**src/rtl/apb_pkg.sv**
```systemverilog
// Shared definitions for the APB requester-side controller.
package apb_pkg;

  typedef enum logic [1:0] {
    APB_IDLE   = 2'd0,
    APB_SETUP  = 2'd1,
    APB_ACCESS = 2'd2
  } apb_state_t;

  // Number of bits needed to count 0..value-1 (0 for value <= 1).
  function automatic int unsigned clog2(input int unsigned value);
    int unsigned w;
    w = 0;
    for (int unsigned i = 0; i < 31; i++) begin
      if ((32'd1 << i) < value) w = i + 1;
    end
    return w;
  endfunction

endpackage

```
**src/rtl/rr_arbiter.sv**
```systemverilog
// Combinational round-robin grant: first requester at or after the pointer, wrapping.
module rr_arbiter
  import apb_pkg::*;
#(
  parameter int unsigned NUM_REQ = 2
) (
  input  logic [NUM_REQ-1:0]        i_req,
  input  logic [clog2(NUM_REQ)-1:0] i_ptr,
  output logic [NUM_REQ-1:0]        o_grant
);

  localparam int unsigned PTR_W = clog2(NUM_REQ);

  logic [NUM_REQ-1:0] w_at_or_after;
  logic [NUM_REQ-1:0] w_hi_req;

  genvar gi;
  generate
    for (gi = 0; gi < NUM_REQ; gi++) begin : g_mask
      assign w_at_or_after[gi] = (PTR_W'(gi) >= i_ptr);
    end
  endgenerate

  // Lowest set bit among requests at/after the pointer, else lowest overall (wrap).
  always_comb begin
    w_hi_req = i_req & w_at_or_after;
    if (|w_hi_req) o_grant = w_hi_req & (~w_hi_req + NUM_REQ'(1));
    else           o_grant = i_req & (~i_req + NUM_REQ'(1));
  end

endmodule

```
**src/rtl/apb_master_arbiter.sv**
```systemverilog
// APB requester-side controller: round-robin arbitration, APB phase sequencing,
// response return and a timeout guard against a non-responding slave.
module apb_master_arbiter
  import apb_pkg::*;
#(
  parameter int unsigned NUM_REQ = 2,
  parameter int unsigned ADDR_W  = 8,
  parameter int unsigned DATA_W  = 8,
  parameter int unsigned TIMEOUT = 16
) (
  input  logic                      P_clk,
  input  logic                      P_reset,
  input  logic [NUM_REQ-1:0]        req_valid,
  input  logic [NUM_REQ-1:0]        req_write,
  input  logic [NUM_REQ*ADDR_W-1:0] req_addr,
  input  logic [NUM_REQ*DATA_W-1:0] req_wdata,
  output logic [NUM_REQ-1:0]        req_ready,
  output logic [NUM_REQ-1:0]        rsp_valid,
  output logic [DATA_W-1:0]         rsp_rdata,
  output logic                      rsp_err,
  output logic                      P_sel,
  output logic                      P_enable,
  output logic                      P_write,
  output logic [ADDR_W-1:0]         P_addr,
  output logic [DATA_W-1:0]         P_wdata,
  input  logic [DATA_W-1:0]         P_rdata,
  input  logic                      P_ready,
  input  logic                      P_slverr
);

  localparam int unsigned PTR_W = clog2(NUM_REQ);
  localparam int unsigned CNT_W = clog2(TIMEOUT);

  apb_state_t          r_state, w_state_next;
  logic [PTR_W-1:0]    r_ptr, w_gidx, w_ptr_next;
  logic [NUM_REQ-1:0]  r_gnt, w_grant;
  logic                r_write, w_sel_write;
  logic [ADDR_W-1:0]   r_addr, w_sel_addr;
  logic [DATA_W-1:0]   r_wdata, w_sel_wdata;
  logic [CNT_W-1:0]    r_cnt;
  logic                w_timeout, w_done;
  logic [NUM_REQ-1:0]  r_rsp_valid;
  logic [DATA_W-1:0]   r_rsp_rdata;
  logic                r_rsp_err;

  rr_arbiter #(.NUM_REQ(NUM_REQ)) u_arb (
    .i_req   (req_valid),
    .i_ptr   (r_ptr),
    .o_grant (w_grant)
  );

  // Pick the winner's request fields and the pointer value that follows it.
  always_comb begin
    w_gidx      = '0;
    w_sel_write = 1'b0;
    w_sel_addr  = '0;
    w_sel_wdata = '0;
    for (int unsigned i = 0; i < NUM_REQ; i++) begin
      if (w_grant[i]) begin
        w_gidx      = PTR_W'(i);
        w_sel_write = req_write[i];
        w_sel_addr  = req_addr[i*ADDR_W +: ADDR_W];
        w_sel_wdata = req_wdata[i*DATA_W +: DATA_W];
      end
    end
    w_ptr_next = (w_gidx == PTR_W'(NUM_REQ-1)) ? '0 : w_gidx + PTR_W'(1);
  end

  // Next-state decode and APB/grant outputs; address/data are masked to 0 in IDLE.
  always_comb begin
    w_timeout    = (r_cnt == CNT_W'(TIMEOUT-1));
    w_done       = (r_state == APB_ACCESS) && (P_ready || w_timeout);
    w_state_next = r_state;
    req_ready    = '0;
    P_sel        = 1'b0;
    P_enable     = 1'b0;
    P_write      = 1'b0;
    P_addr       = '0;
    P_wdata      = '0;
    unique case (r_state)
      APB_IDLE: begin
        req_ready = w_grant;
        if (|w_grant) w_state_next = APB_SETUP;
      end
      APB_SETUP: begin
        P_sel        = 1'b1;
        P_write      = r_write;
        P_addr       = r_addr;
        P_wdata      = r_wdata;
        w_state_next = APB_ACCESS;
      end
      APB_ACCESS: begin
        P_sel    = 1'b1;
        P_enable = 1'b1;
        P_write  = r_write;
        P_addr   = r_addr;
        P_wdata  = r_wdata;
        if (w_done) w_state_next = APB_IDLE;
      end
      default: w_state_next = APB_IDLE;
    endcase
  end

  // State register, request capture, timeout counter and registered response.
  always_ff @(posedge P_clk) begin
    if (P_reset) begin
      r_state     <= APB_IDLE;
      r_ptr       <= '0;
      r_gnt       <= '0;
      r_write     <= 1'b0;
      r_addr      <= '0;
      r_wdata     <= '0;
      r_cnt       <= '0;
      r_rsp_valid <= '0;
      r_rsp_rdata <= '0;
      r_rsp_err   <= 1'b0;
    end else begin
      r_state     <= w_state_next;
      r_rsp_valid <= '0;
      r_rsp_rdata <= '0;
      r_rsp_err   <= 1'b0;
      unique case (r_state)
        APB_IDLE: begin
          if (|w_grant) begin
            r_gnt   <= w_grant;
            r_write <= w_sel_write;
            r_addr  <= w_sel_addr;
            r_wdata <= w_sel_wdata;
            r_ptr   <= w_ptr_next;
          end
        end
        APB_SETUP: r_cnt <= '0;
        APB_ACCESS: begin
          r_cnt <= r_cnt + CNT_W'(1);
          if (w_done) begin
            // A real P_ready wins over a coincident timeout.
            r_rsp_valid <= r_gnt;
            r_rsp_err   <= P_ready ? P_slverr : 1'b1;
            r_rsp_rdata <= (P_ready && !P_slverr && !r_write) ? P_rdata : '0;
          end
        end
        default: ;
      endcase
    end
  end

  assign rsp_valid = r_rsp_valid;
  assign rsp_rdata = r_rsp_rdata;
  assign rsp_err   = r_rsp_err;

endmodule

```
**config.mk**
```make
export PLATFORM = sky130hd
export DESIGN_NAME = apb_master_arbiter
export DESIGN_NICKNAME = d
export VERILOG_FILES = /design/src/rtl/apb_pkg.sv /design/src/rtl/rr_arbiter.sv /design/src/rtl/apb_master_arbiter.sv
export SDC_FILE = /design/constraint.sdc
export NUM_CORES = 1
export LEC_CHECK = 0
export ABC_AREA = 0
export CAP_MARGIN = 10
export CORE_UTILIZATION = 35
export DETAILED_ROUTE_END_ITERATION = 16
export GPL_TIMING_DRIVEN = 0
export PLACE_DENSITY_LB_ADDON = 0.05
export SYNTH_ARGS = -nofsm -noshare
export SYNTH_HDL_FRONTEND = slang
export SYNTH_HIERARCHICAL = 1
export SYNTH_SLANG_ARGS = --single-unit
export TNS_END_PERCENT = 50
```
**constraint.sdc**
```tcl
create_clock -name P_clk -period 1.5 [get_ports P_clk]
set_input_delay 0.15 -clock P_clk [delete_from_list [all_inputs] [get_ports P_clk]]
set_output_delay 0.15 -clock P_clk [all_outputs]
set_load 0.01 [all_outputs]
```
==> reports/qor.txt <==
WORST SETUP PATH
--------------------------------------------------------------------------------------------
Delay contributed by the slowest stage of the critical path                          0.36 ns
Worst Path Max Fanout                                                                      5
Family with the most delay on the worst path                                    buffers and inverters
Critical path type                                                                   reg2out
Reg2Reg Depth                                                                              6
Category of the worst setup path capture point                                   output port
Crit path buffers/inverters                                                                4
Worst Setup SP                                                                  r_state[0]$_SDFFE_PP0P_
CP startpoint kind                                                                  register
R2r setup slk                                                                       -0.01 ns
Cell breakdown of the critical path                                             inv_4 > ha_4 > clkbuf_8 > inv_2 > nor2_1 > buf_2
Critical path depth in cells                                                               6
Launch instance of the worst register-to-register path                          r_ptr$_SDFFE_PP0P_
Data required time of the worst path                                                 1.35 ns
Crit path DAT                                                                        1.44 ns
Library cell contributing the largest single delay on the critical path         sky130_fd_sc_hd__dfxtp_2
Capturing point of the worst reg2reg path                                       r_addr[0]$_SDFFE_PP0P_
Capture point of the critical path                                                   P_write

ROUTE
--------------------------------------------------------------------------------------------
WL final                                                                             5.44 mm
Ratio of routed vias to standard cells                                                  4.98
Initial DRC Count                                                                        128
Number of design rule violations left after detail routing                                 0
Post-DR wirelength/cell                                                              14.8 um
Antenna Nets Post-Route                                                                    0
Vias after detailed routing                                                             1829
Total iterations of the first detailed-routing run                                         4

SYNTH
--------------------------------------------------------------------------------------------
Basic-gate share of the synthesized area counting and, or, nand and nor cells          0.241
Synth Area in Adders                                                                  0.0280
Synth area leader                                                               sky130_fd_sc_hd__dfxtp_1
Flip-flop cell with the highest count after synthesis                           sky130_fd_sc_hd__dfxtp_1
Syn_area_per_cell                                                                  9.08 um^2
Async set or reset register ratio after synthesis                                          0
Post-synth EDFFs                                                                           0
Largest family of logic cells by synthesized area                               simple AND/OR/NAND/NOR gates
Sequential element share of the synthesized area                                       0.414
Distinct cell type count of the synthesized netlist                                       36
Number of nets produced by synthesis                                                     249
Most used standard cells in the synthesized netlist                             37 x sky130_fd_sc_hd__dfxtp_1, 37 x sky130_fd_sc_hd__nor2_1, 26 x sky130_fd_sc_hd__and2_1, 17 x sky130_fd_sc_hd__o22ai_1, 11 x sky130_fd_sc_hd__a2111oi_2
Post-synthesis sequential element count                                                   37
Number of warnings printed during yosys synthesis                                          6
Proportion of synthesized area in mux cells                                           0.0119
Mapped cell area                                                                   1790 um^2
Main area contributors after synthesis                                          sky130_fd_sc_hd__dfxtp_1 41%, sky130_fd_sc_hd__a2111oi_2 9.2%, sky130_fd_sc_hd__and2_1 9.1%
Complex-gate fraction of the synthesized area                                          0.237
Share of the synthesized netlist area taken by xor and xnor gates                          0
Fraction of synthesized cell area taken by the top area cell type                      0.414
Number of instances in the synthesized netlist                                           197

POWER AND IR DROP
--------------------------------------------------------------------------------------------
Power Internal                                                                       2170 uW
Net switching component of the power                                                 1110 uW
Largest voltage drop on the vdd net                                                   454 uV
Leak Pwr                                                                          0.00124 uW
Switching Share                                                                        0.338
Logic gate share of total power                                                        0.430
Proportion of power drawn by flip-flops and latches                                    0.359
Clock power frac                                                                       0.211
Total Power Consumption                                                              3280 uW
PwrDens                                                                         1040 nW/um^2

FINISH
--------------------------------------------------------------------------------------------
Area growth, synth to finish                                                           76.2%
Final cell count without fillers                                                         367
Antenna Cells                                                                              0
Number of nets in the finished design                                                    351
Share of final-layout standard cells stronger than drive strength 1                    0.340

STA
--------------------------------------------------------------------------------------------
RSZ-0062 raised after global routing                                                    true
Relative slew slack                                                                    0.450
Count of final max-slew check failures                                                     0
Total Negative Setup Slacks                                                        -0.740 ns
Portion of the clock cycle consumed by the worst path in the final layout               1.06
Worst hold slack across all endpoints                                               0.245 ns
Post-layout min period                                                               1.59 ns
Actual transition at the worst max-transition pin                                   0.825 ns
Final setup margin                                                                -0.0864 ns
Final setup violation count                                                               23
Highest attainable clock frequency                                                   630 MHz
Number of hold violations in the final report                                              0
Post-route clock skew                                                             0.00633 ns

CTS
--------------------------------------------------------------------------------------------
TritonCTS sink count                                                                      37
Hold bufs inserted after CTS                                                               0
Clock-pin transition on the worst setup and hold timing paths                        0.08 ns
CTS Buffer Depth                                                                           2
Root buffer cell                                                                sky130_fd_sc_hd__clkbuf_8
Clk Latency, worst-skew pair                                                         0.29 ns
CTS tree                                                                                 yes
Clock buffers created by TritonCTS                                                         5
Clock H-tree levels                                                                        2

PLACEMENT
--------------------------------------------------------------------------------------------
GPL Wtd Cong                                                                           0.757
Placed wire-length estimate after detailed placement                                 3.43 mm
Place WS                                                                           -0.817 ns
# port buffers                                                                            78
Cells after DPL                                                                          342

DIE
--------------------------------------------------------------------------------------------
Width of the die                                                                     73.5 um
Total die area                                                                     5400 um^2
Top-level port count                                                                      80
Starting Density                                                                       0.371
Core region area                                                                   4820 um^2
Die extent in y                                                                      73.5 um
Row cnt                                                                                   25

GRT
--------------------------------------------------------------------------------------------
Number of antenna violations at the first check in global routing                          0
Maximum number of pins on one net before global-route repair                              18
Global-route wire length before repair                                               8.68 mm
Global router's overall resource usage                                                 0.211
Number of global-route vias before repair                                               1808
Global-route congestion overflow total                                                     0

RUN
--------------------------------------------------------------------------------------------
Maxcap violations                                                                          0

STATUS
--------------------------------------------------------------------------------------------
Outcome                                                                         finished with violations
Failing checks                                                                  setup timing

WORST HOLD PATH
--------------------------------------------------------------------------------------------
Worst Hold Class                                                                      in2reg
Startpoint of the most critical hold path                                            P_reset

-- cell usage in the layout (no fill, tap or decap), drive strengths merged, types with 3 or more instances in the layout --
master / Yosys / layout
dfxtp: 37 / 37
inv: 8 / 7
nor2: 37 / 37
a21oi: 7 / 7
clkbuf: 3 / 10
ha: 4 / 4
nand2b: 5 / 5
dlygate4sd2: 0 / 3
o22ai: 17 / 17
clkdlybuf4s50: 0 / 55
buf: 11 / 46
and2: 26 / 26
a2111oi: 16 / 16
nand2: 5 / 5
o21ai: 3 / 3
-- worst min-delay path by stage --
stage                              endpoint  slack, ns  cells past startpoint
floorplan           rsp_rdata[0]$_SDFF_PP0_       0.27                      1
global placement    rsp_valid[0]$_SDFF_PP0_       0.44                      1
detailed placement  rsp_valid[1]$_SDFF_PP0_       0.44                      1
CTS                 r_wdata[1]$_SDFFE_PP0P_       0.16                      2
global route        r_wdata[2]$_SDFFE_PP0P_       0.25                      2
finish              r_wdata[1]$_SDFFE_PP0P_       0.25                      2
-- worst reg2reg max path: stages, from the launching register on --
cell and delay (ns):
sky130_fd_sc_hd__dfxtp_4 0.38, sky130_fd_sc_hd__inv_4 0.04, sky130_fd_sc_hd__a21boi_4 0.22, sky130_fd_sc_hd__buf_6 0.14, sky130_fd_sc_hd__clkinvlp_4 0.14, sky130_fd_sc_hd__buf_8 0.19
sky130_fd_sc_hd__a2111oi_2 0.29
-- through the flow --
stage	utilization	instance area [um^2]
after floorplan	-	1790
after global placement	0.551	2650
after detailed placement	0.551	2650
after CTS	0.621	2990
after global routing	0.654	3150
final	0.654	3150
-- registers in the layout, summed over array words and instances, names as in the netlist --
signal     flops
r_gnt          2
rsp_err        1
r_write        1
r_state        2
rsp_rdata      8
r_addr         8
r_wdata        8
r_cnt          4
rsp_valid      2
r_ptr          1
-- power by group through the flow --
stage	clock (uW)	sequential [uW]	combinational, uW
6_report	692	1180	1410
5_1_grt	737	1190	1520
2_1_floorplan	0	1160	598
3_3_place_gp	0	1180	989
4_1_cts	705	1170	1280
3_5_place_dp	0	1180	991
-- repair_timing --
item                                    4_1_cts  5_1_grt
cloned                                        2        0
resized for setup                           129       30
buffers inserted                             17        1
pin swaps                                     3        5
endpoints found under the hold margin         0        0
endpoints found under the setup margin       53       50
-- area by class of cell --
class	instances	area [um^2]
Buffer	11	103
Clock buffer	5	68.8
Clock inverter	3	17.5
Fill cell	426	1670
Inverter	8	41.3
Multi-Input combinational cell	138	1150
Sequential cell	37	747
Tap cell	67	83.8
Timing Repair Buffer	98	938
-- kinds of logic after synthesis --
logic type	after synthesis
AOI/OAI and AO/OA	50
buffers and inverters	22
muxes	2
and+or+nand+nor	82
adders and majority gates	4
DFF	37
-- metal layers --
layer / part of all wire / GRT usage / wire length (um)
met5: 0 / 0 / 0
met4: 0.022 / 0.0620 / 121
met3: 0.068 / 0.0535 / 372
met2: 0.47 / 0.353 / 2560
met1: 0.44 / 0.266 / 2380
Note: power is estimated with default switching activity, not from simulation.
